--- src/rtl/apb_node_pkg.sv ---
// Shared definitions for the registered APB 1-to-N node.
//  - node_state_e : FSM state encoding used by apb_node_reg
//  - default peripheral address map (UART .. DEBUG), inclusive start/end
//  - idx_width()  : width of a port index for a given port count
package apb_node_pkg;

    typedef enum logic [2:0] {
        ST_IDLE   = 3'd0,
        ST_SETUP  = 3'd1,
        ST_ACCESS = 3'd2,
        ST_ERR    = 3'd3,
        ST_RESP   = 3'd4
    } node_state_e;

    localparam int NB_DEFAULT_PORTS = 10;

    localparam logic [31:0] UART_START     = 32'h1A10_0000, UART_END     = 32'h1A10_0FFF;
    localparam logic [31:0] GPIO_START     = 32'h1A10_1000, GPIO_END     = 32'h1A10_1FFF;
    localparam logic [31:0] SPI_START      = 32'h1A10_2000, SPI_END      = 32'h1A10_2FFF;
    localparam logic [31:0] TIMER_START    = 32'h1A10_3000, TIMER_END    = 32'h1A10_3FFF;
    localparam logic [31:0] EVENT_START    = 32'h1A10_4000, EVENT_END    = 32'h1A10_4FFF;
    localparam logic [31:0] I2C_START      = 32'h1A10_5000, I2C_END      = 32'h1A10_5FFF;
    localparam logic [31:0] FLL_START      = 32'h1A10_6000, FLL_END      = 32'h1A10_6FFF;
    localparam logic [31:0] SOC_CTRL_START = 32'h1A10_7000, SOC_CTRL_END = 32'h1A10_7FFF;
    localparam logic [31:0] CIPHER_START   = 32'h1A10_8000, CIPHER_END   = 32'h1A10_8FFF;
    localparam logic [31:0] DEBUG_START    = 32'h1A11_0000, DEBUG_END    = 32'h1A11_7FFF;

    localparam logic [31:0] DEF_START_ADDR [NB_DEFAULT_PORTS] = '{
        UART_START, GPIO_START, SPI_START, TIMER_START, EVENT_START,
        I2C_START, FLL_START, SOC_CTRL_START, CIPHER_START, DEBUG_START};
    localparam logic [31:0] DEF_END_ADDR [NB_DEFAULT_PORTS] = '{
        UART_END, GPIO_END, SPI_END, TIMER_END, EVENT_END,
        I2C_END, FLL_END, SOC_CTRL_END, CIPHER_END, DEBUG_END};

    // A single-port node still needs a one-bit index.
    function automatic int idx_width(input int n);
        return (n > 1) ? $clog2(n) : 1;
    endfunction

endpackage

--- src/rtl/apb_addr_decoder.sv ---
// Combinational priority address decoder.
//  i_addr       : address to decode
//  i_start_addr : packed inclusive region starts, port i at [i*AW +: AW]
//  i_end_addr   : packed inclusive region ends,   port i at [i*AW +: AW]
//  o_hit        : at least one region contains i_addr
//  o_idx        : lowest-index matching port (0 when no hit)
module apb_addr_decoder
    import apb_node_pkg::*;
#(
    parameter int NB_MASTER      = 10,
    parameter int APB_ADDR_WIDTH = 32,
    parameter int IDX_W          = idx_width(NB_MASTER)
) (
    input  logic [APB_ADDR_WIDTH-1:0]           i_addr,
    input  logic [NB_MASTER*APB_ADDR_WIDTH-1:0] i_start_addr,
    input  logic [NB_MASTER*APB_ADDR_WIDTH-1:0] i_end_addr,
    output logic                                o_hit,
    output logic [IDX_W-1:0]                    o_idx
);

    logic [NB_MASTER-1:0] w_hit;

    // A region with start > end can never satisfy both bounds, so it is
    // naturally disabled without a separate check.
    generate
        for (genvar gi = 0; gi < NB_MASTER; gi++) begin : g_region
            logic [APB_ADDR_WIDTH-1:0] w_start;
            logic [APB_ADDR_WIDTH-1:0] w_end;
            assign w_start   = i_start_addr[gi*APB_ADDR_WIDTH +: APB_ADDR_WIDTH];
            assign w_end     = i_end_addr[gi*APB_ADDR_WIDTH +: APB_ADDR_WIDTH];
            assign w_hit[gi] = (i_addr >= w_start) && (i_addr <= w_end);
        end
    endgenerate

    // Scan from the top so the lowest matching index is the last written.
    always_comb begin
        o_hit = |w_hit;
        o_idx = '0;
        for (int i = NB_MASTER - 1; i >= 0; i--) begin
            if (w_hit[i]) o_idx = IDX_W'(i);
        end
    end

endmodule

--- src/rtl/apb_node_reg.sv ---
// Registered APB 1-to-NB_MASTER node.
// One upstream APB slave port (s_*) is re-sequenced onto NB_MASTER downstream
// APB master ports (m_*) sharing address/data/write; the map comes from the
// runtime start_addr/end_addr inputs. Unmapped accesses end locally with
// PSLVERR. Optional ACCESS timeout is enabled by defining APB_NODE_TIMEOUT_EN.
//  clk, rst          : clock, asynchronous active-high reset
//  s_paddr..s_penable: upstream request;  s_prdata/s_pready/s_pslverr: response
//  m_paddr/m_pwdata/m_pwrite : shared downstream request fields
//  m_psel/m_penable  : per-port select/enable (select is one-hot or zero)
//  m_prdata/m_pready/m_pslverr : per-port downstream response, packed
//  start_addr/end_addr : per-port inclusive regions, packed
//  timeout           : one-cycle pulse when an ACCESS is forcibly ended
module apb_node_reg
    import apb_node_pkg::*;
#(
    parameter int NB_MASTER      = 10,
    parameter int APB_ADDR_WIDTH = 32,
    parameter int APB_DATA_WIDTH = 32,
    parameter int TIMEOUT_CYCLES = 256
) (
    input  logic                                clk,
    input  logic                                rst,
    input  logic [APB_ADDR_WIDTH-1:0]           s_paddr,
    input  logic [APB_DATA_WIDTH-1:0]           s_pwdata,
    input  logic                                s_pwrite,
    input  logic                                s_psel,
    input  logic                                s_penable,
    output logic [APB_DATA_WIDTH-1:0]           s_prdata,
    output logic                                s_pready,
    output logic                                s_pslverr,
    output logic [APB_ADDR_WIDTH-1:0]           m_paddr,
    output logic [APB_DATA_WIDTH-1:0]           m_pwdata,
    output logic                                m_pwrite,
    output logic [NB_MASTER-1:0]                m_psel,
    output logic [NB_MASTER-1:0]                m_penable,
    input  logic [NB_MASTER*APB_DATA_WIDTH-1:0] m_prdata,
    input  logic [NB_MASTER-1:0]                m_pready,
    input  logic [NB_MASTER-1:0]                m_pslverr,
    input  logic [NB_MASTER*APB_ADDR_WIDTH-1:0] start_addr,
    input  logic [NB_MASTER*APB_ADDR_WIDTH-1:0] end_addr,
    output logic                                timeout
);

    localparam int IDX_W = idx_width(NB_MASTER);

    node_state_e               r_state;
    logic [APB_ADDR_WIDTH-1:0] r_addr;
    logic [APB_DATA_WIDTH-1:0] r_wdata;
    logic                      r_write;
    logic [IDX_W-1:0]          r_idx;
    logic [APB_DATA_WIDTH-1:0] r_rdata;
    logic                      r_err;

    logic                      w_dec_hit;
    logic [IDX_W-1:0]          w_dec_idx;
    logic                      w_active;
    logic [APB_DATA_WIDTH-1:0] w_prdata [NB_MASTER];

`ifdef APB_NODE_TIMEOUT_EN
    localparam int CNT_W = $clog2(TIMEOUT_CYCLES) + 1;
    logic [CNT_W-1:0] r_cnt;
    logic             r_timeout;
`endif

    apb_addr_decoder #(
        .NB_MASTER      (NB_MASTER),
        .APB_ADDR_WIDTH (APB_ADDR_WIDTH),
        .IDX_W          (IDX_W)
    ) u_decoder (
        .i_addr       (s_paddr),
        .i_start_addr (start_addr),
        .i_end_addr   (end_addr),
        .o_hit        (w_dec_hit),
        .o_idx        (w_dec_idx)
    );

    // Selects come straight from the state register, so an asynchronous
    // reset drops them in the same instant.
    assign w_active = (r_state == ST_SETUP) || (r_state == ST_ACCESS);

    generate
        for (genvar gi = 0; gi < NB_MASTER; gi++) begin : g_port
            assign w_prdata[gi]  = m_prdata[gi*APB_DATA_WIDTH +: APB_DATA_WIDTH];
            assign m_psel[gi]    = w_active && (r_idx == IDX_W'(gi));
            assign m_penable[gi] = (r_state == ST_ACCESS) && (r_idx == IDX_W'(gi));
        end
    endgenerate

    assign m_paddr   = r_addr;
    assign m_pwdata  = r_wdata;
    assign m_pwrite  = r_write;
    assign s_prdata  = r_rdata;
    assign s_pready  = (r_state == ST_RESP) && s_psel && s_penable;
    assign s_pslverr = s_pready && r_err;

`ifdef APB_NODE_TIMEOUT_EN
    assign timeout = r_timeout;
`else
    // Feature compiled out: constant 0; the parameter is still referenced so
    // the interface is identical across builds.
    assign timeout = (TIMEOUT_CYCLES < 0);
`endif

    always_ff @(posedge clk or posedge rst) begin
        if (rst) begin
            r_state <= ST_IDLE;
            r_addr  <= '0;
            r_wdata <= '0;
            r_write <= 1'b0;
            r_idx   <= '0;
            r_rdata <= '0;
            r_err   <= 1'b0;
`ifdef APB_NODE_TIMEOUT_EN
            r_cnt     <= '0;
            r_timeout <= 1'b0;
`endif
        end else begin
`ifdef APB_NODE_TIMEOUT_EN
            r_timeout <= 1'b0;
`endif
            case (r_state)
                ST_IDLE: begin
                    // psel with penable already high is a protocol
                    // violation and is deliberately not accepted.
                    if (s_psel && !s_penable) begin
                        r_addr  <= s_paddr;
                        r_wdata <= s_pwdata;
                        r_write <= s_pwrite;
                        r_idx   <= w_dec_idx;
                        r_state <= w_dec_hit ? ST_SETUP : ST_ERR;
                    end
                end
                ST_SETUP: begin
`ifdef APB_NODE_TIMEOUT_EN
                    r_cnt <= '0;
`endif
                    r_state <= ST_ACCESS;
                end
                ST_ACCESS: begin
                    if (m_pready[r_idx]) begin
                        r_rdata <= w_prdata[r_idx];
                        r_err   <= m_pslverr[r_idx];
                        r_state <= ST_RESP;
                    end
`ifdef APB_NODE_TIMEOUT_EN
                    else if (r_cnt == CNT_W'(TIMEOUT_CYCLES - 1)) begin
                        r_rdata   <= '0;
                        r_err     <= 1'b1;
                        r_timeout <= 1'b1;
                        r_state   <= ST_RESP;
                    end else begin
                        r_cnt <= r_cnt + 1'b1;
                    end
`endif
                end
                ST_ERR: begin
                    r_rdata <= '0;
                    r_err   <= 1'b1;
                    r_state <= ST_RESP;
                end
                ST_RESP: begin
                    // Leave on the completing access phase, or silently if
                    // the upstream abandoned the transfer.
                    if (!s_psel || s_penable) r_state <= ST_IDLE;
                end
                default: r_state <= ST_IDLE;
            endcase
        end
    end

endmodule

--- config.mk ---
export PLATFORM = sky130hd
export DESIGN_NAME = apb_node_reg
export DESIGN_NICKNAME = d
export VERILOG_FILES = /design/src/rtl/apb_node_pkg.sv /design/src/rtl/apb_addr_decoder.sv /design/src/rtl/apb_node_reg.sv
export SDC_FILE = /design/constraint.sdc
export NUM_CORES = 1
export LEC_CHECK = 0
export BUFFER_PORTS_ARGS = -buffer_cell sky130_fd_sc_hd__buf_2
export CAP_MARGIN = 30
export CORE_AREA = 3 3 456 458
export DETAILED_ROUTE_END_ITERATION = 7
export DIE_AREA = 0 0 459 461
export PLACE_DENSITY = 0.36
export SLEW_MARGIN = 0
export SYNTH_ARGS = -nofsm -noshare
export SYNTH_HDL_FRONTEND = slang
export SYNTH_SLANG_ARGS = --single-unit
--- constraint.sdc ---
create_clock -name clk -period 6.2 [get_ports clk]
set_clock_uncertainty 0.1 [all_clocks]
set_input_delay 0.62 -clock clk [delete_from_list [all_inputs] [get_ports clk]]
set_output_delay 0.62 -clock clk [all_outputs]
set_load 0.02 [all_outputs]
==> impl_metrics.yaml <==
power_and_ir_drop:
  power-per-cell-area_mw_per_mm2: 198.6
  p_leak_nw: 18.38
  ir_drop_uv: 200.7
floorplanning:
  die_area_mm2: 0.2116
  die_h_um: 461
  start_util_pct: 10.94
  coreArea_mm2: 0.2044
  ioPinCount: 1169
  die-width_um: 459
  rows: 166
yosys:
  synth-seq-cells: 105
  synth-main-ff-cell: "dfrtp_1"
  netlist_instances: 2839
  syn_area_mm2: 0.02236
  yosys_warnings: 0
  ys_seq_area_share_pct: 11.75
  syn_avg_cell_area_um2: 7.875
  synth_fp_nets: 4528
  synthArstFlopShare_pct: 100.0
  synth_edf_count: 0
  ys_types: 72
clock_tree:
  clkTransAtPathRegs_ps: 110
  post_cts_buffers: 0
  clock-sinks: 105
  cts_tree: "done"
  cts_buffer_depth: 2
  clockRootBuffer: "clkbuf_16"
  cts_resized: 0
  clk_latency_ps: 460
  numCtsBuffers: 9
  hold_buffers: 0
  cts_max_level: 3
worst_setup_path:
  critPathBufInv: 3
  rr_worst_depth: 6
  path_cells: "buf_4 -> buf_4 -> nand2b_1 -> nor2_1 -> buf_2"
  r2r-end: "s_prdata[19]"
  cp-start-kind: "register"
  slowest_delay_ps: 570
  critPathMaxFanout: 37
  cp_data_arrival_time_ps: 3280
  rrSetupSlack_ps: 2740
  cp_data_required_time_ps: 5480
  crit_top_cell: "buf_4"
  endpoint_kind: "output port"
  critical-path-top-delay-family: "buffers and inverters"
  path_class: "reg2out"
  slowest_stage: "dfrtp_4"
  r2r-start: "r_idx[1]"
status:
  violations: "DRC"
  status: "finished, violations left"
finish:
  final_cell_mix: "1170 x buf_2, 640 x ha_1, 634 x inv_1"
  nNetsFinal: 5716
  final_common_cell: "buf_2"
  drive_gt1_share_pct: 33.21
  area_delta_synth_final_pct: 44.84
global_route:
  antenna_found_initial: 113
  grt_pass1_vias: 27780
  grtUsageTotal_pct: 17.04
  gr-total-overflow: 0
  grt_first_pass_wirelength_um: 242700
  grt_max_degree: 74
run:
  maxCapViolCount: 0
sta:
  holdWs_ps: 221.4
  period_share_pct: 64.51
  tightest_slew_ps: 914.9
  rsz0062_at_grt: "no"
  min_period_ps: 3999
  finalSetupViolCount: 0
  relSlewSlack_pct: 39.01
  hold_violations: 0
  tns_ps: 0
  fmax_ghz: 0.2500
  slew_violations: 0
drt:
  drt-initial-drc-count: 1966
  ant_nets: 0
  route.detailed.drc: 1
  routed_wl_um: 188800
  via_per_inst: 3.961
  vias: 26800
  firstDrtPassIters: 8
  wire_per_inst_um: 27.91
min_path:
  hold_class: "in2async"
place:
  dp_hpwl_um: 165300
  portBuffers: 1167
  place_congestion: 0.8787
## flip-flops by register name, indices dropped and copies added (netlist names)
name / cells
m_paddr: 32
m_pwdata: 32
s_prdata: 32
r_idx: 4
r_state: 3
m_pwrite: 1
r_err: 1
## cell families (layout without fill, tap and decap cells)
family                   count (synthesis)  after routing  share of synthesized area (%)
XOR/XNOR                                 1              1                        0.03918
multiplexers                            70             70                          6.940
buffers and inverters                  691           1884                          11.69
adder cells (fa/ha/maj)                640            640                          35.82
AND/OR/NAND/NOR                        722            722                          15.42
flip-flops                             105            105                          11.75
AO/OA/AOI/OAI                          609            609                          18.32
other                                    1             47                        0.01677
## synthesized netlist by cell type (all sizes together), types with 35 or more instances
library cell	instances	area, um^2
dfrtp	105	2628
nand2	363	1363
a21o	93	698.2
o21ai	93	469.2
mux4	68	1531
clkbuf	35	131.4
a21oi	196	984.7
nand3	41	205.2
nand4	106	663.1
ha	640	8008
nor2	72	270.3
inv	637	2391
## how the worst max path moves through the flow
stage	slack (ps)	cells after the start	end	startpoint
6_report	2200	5	m_psel[2]	r_idx[1]
5_1_grt	1940	5	m_psel[2]	r_idx[1]
4_1_cts	2080	5	m_psel[2]	r_idx[1]
3_5_place_dp	1610	12	r_idx[0]	s_paddr[12]
3_3_place_gp	1270	12	r_idx[0]	s_paddr[7]
2_1_floorplan	2720	1	m_paddr[0]	rst
## report_power, final
part | switching [mW] | internal (mW)
clock network | 0.388 | 0.281
registers | 0.240 | 0.988
logic | 2.86 | 1.67
## metrics by stage
step / utilization (%) / total power [mW] / cell area (um^2) / std cells / worst slack, ps
6_report: 15.84 / 6.432 / 32380 / 6766 / 2201
4_1_cts: 15.77 / 6.554 / 32240 / 6719 / 2084
3_3_place_gp: 15.59 / 5.795 / 31870 / 6694 / 1274
5_1_grt: 15.81 / 6.913 / 32320 / 6742 / 1943
3_5_place_dp: 15.63 / 5.827 / 31950 / 6703 / 1615
2_1_floorplan: - / 3.577 / 22360 / 2839 / 2719
## final cells by class
class,count,area (um^2)
Sequential cell,105,2635
Clock inverter,7,62.56
Antenna cell,46,115.1
Multi-Input combinational cell,2043,17190
Clock buffer,9,225.2
Fill cell,23590,172000
Timing Repair Buffer,1231,6392
Tap cell,2688,3363
Inverter,637,2397
## routing by layer
metal	GRT usage [%]	share of wire [%]
met3	3.531	6.0
met5	0	0.13
met4	5.951	3.7
met1	19.98	40
met2	30.54	50
No activity file was read; power rests on OpenSTA's default activity.
